--- config.mk ---
export PLATFORM = sky130hd
export DESIGN_NAME = bandit_arbiter_flat
export DESIGN_NICKNAME = d
export VERILOG_FILES = /design/src/rtl/bandit_pkg.sv /design/src/rtl/bandit_arbiter_if.sv /design/src/rtl/rr_select.sv /design/src/rtl/bandit_arbiter.sv /design/src/flat_wrapper.sv
export SDC_FILE = /design/constraint.sdc
export NUM_CORES = 1
export LEC_CHECK = 0
export ABC_AREA = 1
export CAP_MARGIN = 25
export CORE_UTILIZATION = 39
export CTS_CLUSTER_DIAMETER = 120
export DETAILED_ROUTE_END_ITERATION = 12
export PLACE_DENSITY = 0.78
export SLEW_MARGIN = 20
export SYNTH_ARGS = -nofsm -noshare
export SYNTH_HDL_FRONTEND = slang
export SYNTH_SLANG_ARGS = --single-unit
export TNS_END_PERCENT = 50
--- constraint.sdc ---
create_clock -name clock -period 1.8 [get_ports clock]
set_input_delay 0.27 -clock clock [delete_from_list [all_inputs] [get_ports clock]]
set_output_delay 0.27 -clock clock [all_outputs]
set_load 0.02 [all_outputs]
--- src/rtl/bandit_pkg.sv ---
// Shared widths and arbiter state encoding for the bandit agent
// and the client arbiter that fronts it.
package bandit_pkg;

  localparam int ACTION_WIDTH = 8;
  localparam int REWARD_WIDTH = 8;

  localparam logic [1:0] ST_IDLE    = 2'd0;
  localparam logic [1:0] ST_ACTION  = 2'd1;
  localparam logic [1:0] ST_REWARD  = 2'd2;
  localparam logic [1:0] ST_PENALTY = 2'd3;

  typedef enum logic [1:0] {
    S_IDLE    = ST_IDLE,
    S_ACTION  = ST_ACTION,
    S_REWARD  = ST_REWARD,
    S_PENALTY = ST_PENALTY
  } arb_state_t;

endpackage

--- src/rtl/bandit_arbiter_if.sv ---
// Client-side and agent-side handshake bundle of the bandit arbiter.
// master = arbiter, slave = clients plus agent.
interface bandit_arbiter_if
  import bandit_pkg::*;
#(
  parameter int CLIENTS = 4
) ();

  logic [CLIENTS-1:0]              request;
  logic [CLIENTS-1:0]              grant;
  logic [CLIENTS-1:0]              client_action_valid;
  logic [ACTION_WIDTH-1:0]         client_action_data;
  logic [CLIENTS-1:0]              client_action_ready;
  logic [CLIENTS-1:0]              client_reward_valid;
  logic [REWARD_WIDTH*CLIENTS-1:0] client_reward_data;
  logic [CLIENTS-1:0]              client_reward_ready;
  logic                            bandit_action_valid;
  logic [ACTION_WIDTH-1:0]         bandit_action_data;
  logic                            bandit_action_ready;
  logic                            bandit_reward_valid;
  logic [REWARD_WIDTH-1:0]         bandit_reward_data;
  logic                            bandit_reward_ready;

  modport master (
    input  request,
    input  client_action_ready,
    input  client_reward_valid,
    input  client_reward_data,
    input  bandit_action_valid,
    input  bandit_action_data,
    input  bandit_reward_ready,
    output grant,
    output client_action_valid,
    output client_action_data,
    output client_reward_ready,
    output bandit_action_ready,
    output bandit_reward_valid,
    output bandit_reward_data
  );

  modport slave (
    output request,
    output client_action_ready,
    output client_reward_valid,
    output client_reward_data,
    output bandit_action_valid,
    output bandit_action_data,
    output bandit_reward_ready,
    input  grant,
    input  client_action_valid,
    input  client_action_data,
    input  client_reward_ready,
    input  bandit_action_ready,
    input  bandit_reward_valid,
    input  bandit_reward_data
  );

endinterface

--- src/rtl/rr_select.sv ---
// Round-robin picker: first requester after the pointer, wrapping.
// Purely combinational.
module rr_select #(
  parameter int CLIENTS = 4,
  parameter int IW      = $clog2(CLIENTS)
) (
  input  logic [CLIENTS-1:0] i_request,
  input  logic [IW-1:0]      i_pointer,
  output logic [CLIENTS-1:0] o_onehot,
  output logic [IW-1:0]      o_index
);

  localparam logic [IW:0] NC = (IW+1)'(CLIENTS);

  always_comb begin
    logic        w_found;
    logic [IW:0] w_c;
    o_onehot = '0;
    o_index  = '0;
    w_found  = 1'b0;
    w_c      = '0;
    for (int i = 1; i <= CLIENTS; i++) begin
      w_c = {1'b0, i_pointer} + (IW+1)'(i);
      if (w_c >= NC) w_c = w_c - NC;
      if (!w_found && i_request[w_c[IW-1:0]]) begin
        w_found              = 1'b1;
        o_onehot[w_c[IW-1:0]] = 1'b1;
        o_index              = w_c[IW-1:0];
      end
    end
  end

endmodule

--- src/rtl/bandit_arbiter.sv ---
// Shares one bandit agent among several clients: round-robin grant,
// action forward, reward return, and a penalty when a reward is late.
module bandit_arbiter
  import bandit_pkg::*;
#(
  parameter int                      CLIENTS = 4,
  parameter int                      TIMEOUT = 255,
  parameter logic [REWARD_WIDTH-1:0] PENALTY = 8'h80
) (
  input  logic             clock,
  input  logic             reset,
  bandit_arbiter_if.master bus,
  output logic [7:0]       timeouts
);

  localparam int         IW  = $clog2(CLIENTS);
  localparam logic [7:0] TMO = 8'(TIMEOUT);

  arb_state_t              r_state, w_state;
  logic [CLIENTS-1:0]      r_grant, w_grant;
  logic [CLIENTS-1:0]      w_pick;
  logic [IW-1:0]           r_ptr, w_ptr, w_pick_idx;
  logic [7:0]              r_timer, w_timer;
  logic [7:0]              r_timeouts, w_timeouts;
  logic                    w_act_rdy, w_rew_vld;
  logic [REWARD_WIDTH-1:0] w_rew_data;

  rr_select #(
    .CLIENTS (CLIENTS),
    .IW      (IW)
  ) u_rr (
    .i_request (bus.request),
    .i_pointer (r_ptr),
    .o_onehot  (w_pick),
    .o_index   (w_pick_idx)
  );

  assign bus.grant              = r_grant;
  assign bus.client_action_data = bus.bandit_action_data;
  assign timeouts               = r_timeouts;

  always_ff @(posedge clock) begin
    if (reset) begin
      r_state    <= S_IDLE;
      r_grant    <= '0;
      r_ptr      <= IW'(CLIENTS - 1);
      r_timer    <= '0;
      r_timeouts <= '0;
    end else begin
      r_state    <= w_state;
      r_grant    <= w_grant;
      r_ptr      <= w_ptr;
      r_timer    <= w_timer;
      r_timeouts <= w_timeouts;
    end
  end

  always_comb begin
    w_state    = r_state;
    w_grant    = r_grant;
    w_ptr      = r_ptr;
    w_timer    = r_timer;
    w_timeouts = r_timeouts;
    w_act_rdy  = |(r_grant & bus.client_action_ready);
    w_rew_vld  = |(r_grant & bus.client_reward_valid);
    w_rew_data = '0;
    for (int i = 0; i < CLIENTS; i++) begin
      if (r_grant[i]) begin
        w_rew_data = bus.client_reward_data[i*REWARD_WIDTH +: REWARD_WIDTH];
      end
    end
    bus.client_action_valid = '0;
    bus.client_reward_ready = '0;
    bus.bandit_action_ready = 1'b0;
    bus.bandit_reward_valid = 1'b0;
    bus.bandit_reward_data  = '0;
    unique case (r_state)
      S_IDLE: begin
        if (|bus.request) begin
          w_state = S_ACTION;
          w_grant = w_pick;
          w_ptr   = w_pick_idx;
        end
      end
      S_ACTION: begin
        bus.client_action_valid =
          r_grant & {CLIENTS{bus.bandit_action_valid}};
        bus.bandit_action_ready = w_act_rdy;
        if (bus.bandit_action_valid && w_act_rdy) begin
          w_state = S_REWARD;
          w_timer = TMO;
        end
      end
      S_REWARD: begin
        bus.client_reward_ready =
          r_grant & {CLIENTS{bus.bandit_reward_ready}};
        bus.bandit_reward_valid = w_rew_vld;
        bus.bandit_reward_data  = w_rew_data;
        // A reply on the last budget cycle still beats the watchdog.
        if (w_rew_vld && bus.bandit_reward_ready) begin
          w_state = S_IDLE;
          w_grant = '0;
        end else if (r_timer == 8'd0) begin
          w_state = S_PENALTY;
        end else begin
          w_timer = r_timer - 8'd1;
        end
      end
      S_PENALTY: begin
        bus.bandit_reward_valid = 1'b1;
        bus.bandit_reward_data  = PENALTY;
        if (bus.bandit_reward_ready) begin
          w_state = S_IDLE;
          w_grant = '0;
          if (r_timeouts != 8'hff) w_timeouts = r_timeouts + 8'd1;
        end
      end
      default: ;
    endcase
    if (reset) begin
      bus.client_action_valid = '0;
      bus.client_reward_ready = '0;
      bus.bandit_action_ready = 1'b0;
      bus.bandit_reward_valid = 1'b0;
      bus.bandit_reward_data  = '0;
    end
  end

endmodule
--- src/flat_wrapper.sv ---
// flat-port wrapper written by rule: the top's interface ports become plain ports
module bandit_arbiter_flat import bandit_pkg::*;
#(
  parameter int                      CLIENTS = 4,
  parameter int                      TIMEOUT = 255,
  parameter logic [REWARD_WIDTH-1:0] PENALTY = 8'h80
)
  (clock, reset, timeouts, bus_request, bus_client_action_ready, bus_client_reward_valid, bus_client_reward_data, bus_bandit_action_valid, bus_bandit_action_data, bus_bandit_reward_ready, bus_grant, bus_client_action_valid, bus_client_action_data, bus_client_reward_ready, bus_bandit_action_ready, bus_bandit_reward_valid, bus_bandit_reward_data);
  bandit_arbiter_if #(.CLIENTS(CLIENTS)) bus_i ();
  input  logic clock;
  input  logic reset;
  output logic [7:0] timeouts;
  input wire logic [$bits(bus_i.request)-1:0] bus_request;
  input wire logic [$bits(bus_i.client_action_ready)-1:0] bus_client_action_ready;
  input wire logic [$bits(bus_i.client_reward_valid)-1:0] bus_client_reward_valid;
  input wire logic [$bits(bus_i.client_reward_data)-1:0] bus_client_reward_data;
  input wire logic [$bits(bus_i.bandit_action_valid)-1:0] bus_bandit_action_valid;
  input wire logic [$bits(bus_i.bandit_action_data)-1:0] bus_bandit_action_data;
  input wire logic [$bits(bus_i.bandit_reward_ready)-1:0] bus_bandit_reward_ready;
  output wire logic [$bits(bus_i.grant)-1:0] bus_grant;
  output wire logic [$bits(bus_i.client_action_valid)-1:0] bus_client_action_valid;
  output wire logic [$bits(bus_i.client_action_data)-1:0] bus_client_action_data;
  output wire logic [$bits(bus_i.client_reward_ready)-1:0] bus_client_reward_ready;
  output wire logic [$bits(bus_i.bandit_action_ready)-1:0] bus_bandit_action_ready;
  output wire logic [$bits(bus_i.bandit_reward_valid)-1:0] bus_bandit_reward_valid;
  output wire logic [$bits(bus_i.bandit_reward_data)-1:0] bus_bandit_reward_data;
  assign bus_i.request = bus_request;
  assign bus_i.client_action_ready = bus_client_action_ready;
  assign bus_i.client_reward_valid = bus_client_reward_valid;
  assign bus_i.client_reward_data = bus_client_reward_data;
  assign bus_i.bandit_action_valid = bus_bandit_action_valid;
  assign bus_i.bandit_action_data = bus_bandit_action_data;
  assign bus_i.bandit_reward_ready = bus_bandit_reward_ready;
  assign bus_grant = bus_i.grant;
  assign bus_client_action_valid = bus_i.client_action_valid;
  assign bus_client_action_data = bus_i.client_action_data;
  assign bus_client_reward_ready = bus_i.client_reward_ready;
  assign bus_bandit_action_ready = bus_i.bandit_action_ready;
  assign bus_bandit_reward_valid = bus_i.bandit_reward_valid;
  assign bus_bandit_reward_data = bus_i.bandit_reward_data;
  bandit_arbiter #(.CLIENTS(CLIENTS), .TIMEOUT(TIMEOUT), .PENALTY(PENALTY)) u_core (.clock(clock), .reset(reset), .bus(bus_i), .timeouts(timeouts));
endmodule
==> metrics, run 1 <==
gr usage total=0.216; DR DRC count=0; top post-synthesis cells by count=75 x nand2_1, 36 x nor2_1, 35 x a21oi_1, 31 x nand3_1, 26 x inv_1; CP Depth=6; Fin Setup TNS=-35.7 ps; antenna violations before repair=0; Sw Ratio=0.479; Root Driver=clkbuf_8; worst setup margin=-35.7 ps; final cell count without fillers=519; core area=5240 sq um; Setup crit start kind=input pin; vias in the first global route=2,431; Setup CP Type=in2out; mux cell area share after synthesis=0; worst path required time=1530 ps; GRT Residual Overflow=0; PwrDens=~1400 nW/um^2; largest family of logic cells by synthesized area=simple AND/OR/NAND/NOR gates; LEAKAGE=1.46 nW; Ys Warns=0; worst hold-check path type=reg2reg; antenna violation net count after detailed routing=0; Clk pin slew, worst setup/hold paths=100 ps; H-tree depth=1; Net Sw Power=2.30 mW; CP delay by family, top=compound AO/OA/AOI/OAI gates; CP Data Arrival Time=1570 ps; final worst-path cycle share=1.02; post-synth top area cell=dfxtp_1; Clock Skews=10.1 ps; FF-to-FF path depth=10; 1st-iter DRT viols=143; Power Internal=2.50 mW; hpwl dp=4.98 mm; syn_nets=a little over 400; cts bufs inserted=3; RD Place Congestion=0.866; synth top area cells=dfxtp_1 22%, nand2_1 13%, a21oi_1 8.0%; Slew @ Worst Pin=369 ps; Placed Instances=~500; detailed-route via count=2,613; worst vdd ir=0.838 mV; post-synth top area share=0.220; Max-slew headroom=0.752; Die ar.=5900 sq um; IO Count=94; Tmin final=1840 ps; DP Worst Slack=-566 ps; Synth Area in XOR/XNOR=0.0201; slowest stage cell, crit path=clkdlybuf4s50_1; beginning of the worst register-to-register path=u_core.r_ptr[0]; drt via density=5.03; TritonCTS Sinks=24; setup repair after global routing missed its margin=true; Yosys reg bits=24; Synth Area in Compound Gates=0.194; Gate power share=0.721; CTS tree=done; fmax=545 MHz; clk buf depth=2; Synth Area in Adders=0.0631; Synth Area in Simple Gates=0.396; setup violators final=1; first-pass GRT wire length=approximately 11 mm; failing checks=setup timing; max-slew violations=0; PortBufs=77; Worst Path Max Fanout=1; die width=76.8 um; Synth cell types=36; Mapped Area=2180 sq um; status=finished with violations; Most used DFF post-synth=dfxtp_1; mean post-synth cell area=6.31 sq um; Antenna Diode Count=0; post-detailed-route wirelength per cell=12.6 um; Post-synth EDFFs=0; critical path buffer and inverter count=2; Worst setup EP type=output pin; Worst-Skew Late Latency=270 ps; Critical R2R Capture=u_core.bus.grant[0]; ys async rst share=0; critical hold path startpoint=u_core.r_timer[7]; CTS Hold Bufs=0; Routed WL=6.54 mm; row count=26; chip height=76.8 um; worst hold endpoint=u_core.r_timer[7]; Syn Inst Count=346; nets@finish=517; clock network power share=0.100; Pre-Repair DR Iteration Count=4; Max-Cap Viols=0; final hold violation count=0; layout cell share with drive strength beyond 1=0.254; CP max stage delay=approximately 460 ps; count leader, synth=nand2_1; initial core utilization=0.417; largest net degree at the start of global routing=18; sequential share of the synthesized area=0.220; hold path depth=2; r2r setup slk=about 150 ps; Area Overhead vs Synth=54.1%; Seq pwr share=0.179; worst path cell trace=clkdlybuf4s50_1 -> nor2_1 -> o31ai_1 -> o211ai_1 -> a21oi_2 -> buf_6
[sequential cells by signal, summed over array words and instances (netlist names)]
register,flops
u_core.r_timer,8
u_core.timeouts,8
u_core.bus.grant,4
u_core.r_ptr,2
u_core.r_state,2
[area by class of cell]
class,count,area (sq um)
fill,462,1880
multi-input combinational,271,1530
timing repair buffer,117,1040
sequential,24,492
inverter,33,138
tap,70,87.6
clock buffer,3,41.3
clock inverter,1,30.0
[power by group through the flow]
stage / Sequential (mW) / Clock (mW) / Combinational, mW
final: 0.860 / 0.480 / 3.47
after global routing: 0.879 / 0.510 / 3.83
after CTS: 0.848 / 0.486 / 3.29
after detailed placement: 0.835 / 0 / 3.22
after global placement: 0.829 / 0 / 3.16
after floorplan: 0.886 / 0 / 2.06
[repair_timing]
item | CTS | global route
gates cloned | 0 | 0
pin swaps | 2 | 8
setup buffers | 4 | 2
gates resized for setup | 78 | 47
endpoints found under the setup margin | 18 | 24
[worst min-delay path: cells and delay by family (launching register included)]
family	cells	cell delay, ps
flops	1	340
simple gates	1	70
compound gates	1	60
[through the flow]
stage | cell area, sq um | hold WS, ps | util | power, mW
after floorplan | 2200 | 460 | - | 2.95
after global placement | 3230 | 477 | 0.617 | 3.99
after detailed placement | 3230 | 494 | 0.617 | 4.06
after CTS | 3310 | 508 | 0.633 | 4.63
after global routing | 3360 | 525 | 0.642 | 5.22
final | 3360 | 507 | 0.642 | 4.81
[cell families after synthesis]
| kind of cell | Yosys count |
|---|---|
| AO/OA/AOI/OAI | 76 |
| XOR/XNOR | 5 |
| AND/OR/NAND/NOR | 179 |
| adder cells (fa/ha/maj) | 11 |
| buffers and inverters | 51 |
| flip-flops | 24 |
[layer usage]
metal,vias up,wire length (um),global-route usage
li1,1354,-,-
met1,1166,2770,0.243
met3,6,440,0.0345
met4,0,71,0.0538
met2,87,3250,0.415
met5,-,0,0
[worst max path at each step]
| stage | start | endpoint | slack, ps |
|---|---|---|---|
| floorplan | u_core.bus.grant[0] | bus_bandit_reward_data[3] | -70 |
| global placement | bus_client_reward_data[15] | bus_bandit_reward_data[7] | -570 |
| detailed placement | bus_client_reward_data[15] | bus_bandit_reward_data[7] | -570 |
| CTS | bus_client_reward_data[15] | bus_bandit_reward_data[7] | -210 |
| global route | u_core.bus.grant[2] | bus_bandit_reward_data[1] | -90 |
| finish | bus_client_reward_data[15] | bus_bandit_reward_data[7] | -40 |
[placed cells by master (no fill, tap or decap), types with 2 or more instances in the layout]
cell / synthesis / final
a211oi_1: 7 / 3
a211oi_2: 0 / 4
a21boi_0: 4 / 4
a21oi_1: 35 / 32
a21oi_2: 1 / 4
buf_12: 0 / 2
buf_2: 2 / 7
buf_4: 9 / 37
buf_6: 0 / 5
clkbuf_2: 0 / 6
clkbuf_8: 0 / 3
clkdlybuf4s50_1: 0 / 59
dfxtp_1: 24 / 19
dfxtp_2: 0 / 3
dfxtp_4: 0 / 2
ha_1: 11 / 11
inv_1: 26 / 22
inv_2: 4 / 7
nand2_1: 75 / 74
nand2_2: 6 / 7
nand2_4: 3 / 3
nand3_1: 31 / 31
nand4_1: 4 / 4
nor2_1: 36 / 35
nor2_2: 3 / 4
nor2_8: 3 / 3
nor3_1: 10 / 8
nor3_2: 0 / 2
o211ai_1: 2 / 2
o21ai_0: 19 / 6
o21ai_1: 5 / 13
o21ai_2: 0 / 5
or2_2: 3 / 3
xnor2_1: 3 / 3
xor2_1: 2 / 2
Note: power is estimated with default switching activity, not from simulation.
==> inputs of run 2 (changes only) <==
--- a/config.mk
+++ b/config.mk
@@ -11,6 +11,7 @@
 export CTS_CLUSTER_DIAMETER = 120
 export DETAILED_ROUTE_END_ITERATION = 12
 export PLACE_DENSITY = 0.78
+export RECOVER_POWER = 50
 export SLEW_MARGIN = 20
 export SYNTH_ARGS = -nofsm -noshare
 export SYNTH_HDL_FRONTEND = slang
==> run 2 against run 1 <==
  * The flow still finishes with violations (setup timing)
  * Clock power is essentially flat
  * Count of clock-buffer cells in the layout is the same
  * First-iteration DRC count is the same
  * Combinational power is essentially flat
  * Power shrank 0.21%
  * Worst setup slack is essentially flat
  * Global-route usage is the same
  * Via count is essentially flat
  * Register-to-register slack is essentially flat
  * Utilization shrank 0.19 points
  * Final area shrank 0.30%
  * Fmax is essentially flat
==> metrics, run 2 (synthesis results as in run 1) <==
antenna violations before repair=0 (unchanged); Worst setup EP type=output pin; CTS tree=done; fmax=545 MHz (about the same); H-tree depth=1 (unchanged); initial core utilization=0.417 (unchanged); Max-slew headroom=0.744 (-0.00779); Slew @ Worst Pin=381 ps (+11.6 ps); 1st-iter DRT viols=143 (unchanged); Clock Skews=9.52 ps (-0.538 ps); clk buf depth=2 (unchanged); nets@finish=517 (unchanged); final hold slack=507 ps (-0.554 ps); setup repair after global routing missed its margin=true; die width=76.8 um (unchanged); worst path cell trace=clkdlybuf4s50_1 -> nor2_1 -> o31ai_1 -> o211ai_1 -> a21oi_2 -> buf_6; RD Place Congestion=0.866 (unchanged); row count=26 (unchanged); Design Power=4.80 mW (-0.21%); hpwl dp=4.98 mm (unchanged); Max-Cap Viols=0 (unchanged); worst path required time=1530 ps (about the same); core area=5240 sq um (unchanged); worst hold-check path type=reg2reg; worst vdd ir=0.840 mV (+0.17%); Die ar.=5900 sq um (unchanged); GRT Residual Overflow=0 (unchanged); Fin Setup TNS=-35.6 ps (+0.0617 ps); final worst-path cycle share=1.02 (about the same); most common cell after layout, fill and taps aside=nand2_1; Antenna Diode Count=0 (unchanged); filler cell count=467 (+1.1%); slowest stage cell, crit path=clkdlybuf4s50_1; CP max stage delay=460 ps (about the same); IO Count=94 (unchanged); first-pass GRT wire length=10.6 mm (unchanged); setup violators final=1 (unchanged); Cell Area, Placed=3230 sq um (unchanged); Pre-Repair DR Iteration Count=4 (unchanged); drt via density=5.04 (about the same); antenna violation net count after detailed routing=0 (unchanged); LEAKAGE=1.48 nW (+1.8%); largest net degree at the start of global routing=18 (unchanged); most frequent cells in the layout=75 x nand2_1, 49 x clkdlybuf4s50_1, 36 x nor2_1, 36 x buf_4, 32 x a21oi_1; Clk pin slew, worst setup/hold paths=90 ps (about the same); Routed WL=6.54 mm (about the same); detailed-route via count=2,614 (+0.038%); PortBufs=77 (unchanged); gr usage total=0.216 (unchanged); chip height=76.8 um (unchanged); Root Driver=clkbuf_8; CTS Hold Bufs=0 (unchanged); PwrDens=1430 nW/um^2 (about the same); TritonCTS Sinks=24 (unchanged); post-detailed-route wirelength per cell=12.6 um (about the same); Worst Path Max Fanout=1 (unchanged); Tmin final=1840 ps (-0.0617 ps); DR DRC count=0 (unchanged); failing checks=setup timing; Worst-Skew Late Latency=270 ps (about the same); layout cell share with drive strength beyond 1=0.243 (-0.0111); max-slew violations=0 (unchanged); Setup crit start kind=input pin; vias in the first global route=2,431 (unchanged); status=finished with violations; final hold violation count=0 (unchanged); Area Overhead vs Synth=53.6%; Setup CP Type=in2out; cts bufs inserted=3 (unchanged); worst setup margin=-35.6 ps (+0.0617 ps); CP Data Arrival Time=1570 ps (about the same); post-route cell area=3350 sq um (-0.30%)
## run 2: changes by cell type in the layout (fill, tap and decap cells not counted), sizes merged
cell           before  now
clkbuf              9   10
dlygate4sd3         0   10
buf                51   50
clkdlybuf4s50      59   49
## run 2: worst max-delay path, delay by kind of cell
kind | cells | cell delay, ps
compound gates | 3 | 620
simple gates | 1 | 50
buf+inv | 2 | 610
## run 2: layout make-up
cell class | instances | area, sq um | share of cell area
Clock buffer | 3 | 41.3 | 0.0123
Clock inverter | 1 | 30.0 | 0.00896
Inverter | 33 | 138 | 0.0411
Multi-Input combinational cell | 271 | 1530 | 0.456
Sequential cell | 24 | 492 | 0.147
Tap cell | 70 | 87.6 | 0.0261
Timing Repair Buffer | 117 | 1030 | 0.309
## run 2: power breakdown
| part | total, mW | switching [mW] | leakage [nW] | internal [mW] |
|---|---|---|---|---|
| logic | 3.46 | 1.96 | 1.25 | 1.50 |
| registers | 0.860 | 0.164 | 0.198 | 0.695 |
| clock network | 0.479 | 0.181 | 0.0357 | 0.297 |
## run 2: metrics by stage
stage	setup slack, ps	util	instances
6_report	-35.6	0.640	519
5_1_grt	-90.3	0.640	519
4_1_cts	-214	0.633	517
3_5_place_dp	-566	0.617	509
3_3_place_gp	-565	0.617	509
2_1_floorplan	-74.0	-	346
## run 2: final timing paths
check,start,end,slack (ps),cells past startpoint
worst max-delay path,bus_client_reward_data[15],bus_bandit_reward_data[7],-40,6
worst min-delay path,u_core.r_timer[7],u_core.r_timer[7],510,2
worst max register to register,u_core.r_ptr[1],u_core.bus.grant[0],140,10
worst min register to register,u_core.r_timer[7],u_core.r_timer[7],510,2
## run 2: what timing repair did
| action | 4_1_cts | 5_1_grt |
|---|---|---|
| buffers inserted | 4 | 2 |
| gates resized for setup | 78 | 47 |
| pin swaps | 2 | 8 |
| endpoints found under the setup margin | 18 | 24 |
## run 2: layer usage
layer	GRT usage	routed length, um
met5	0	0
met4	0.0538	71
met1	0.243	2780
met2	0.415	3240
met3	0.0345	449
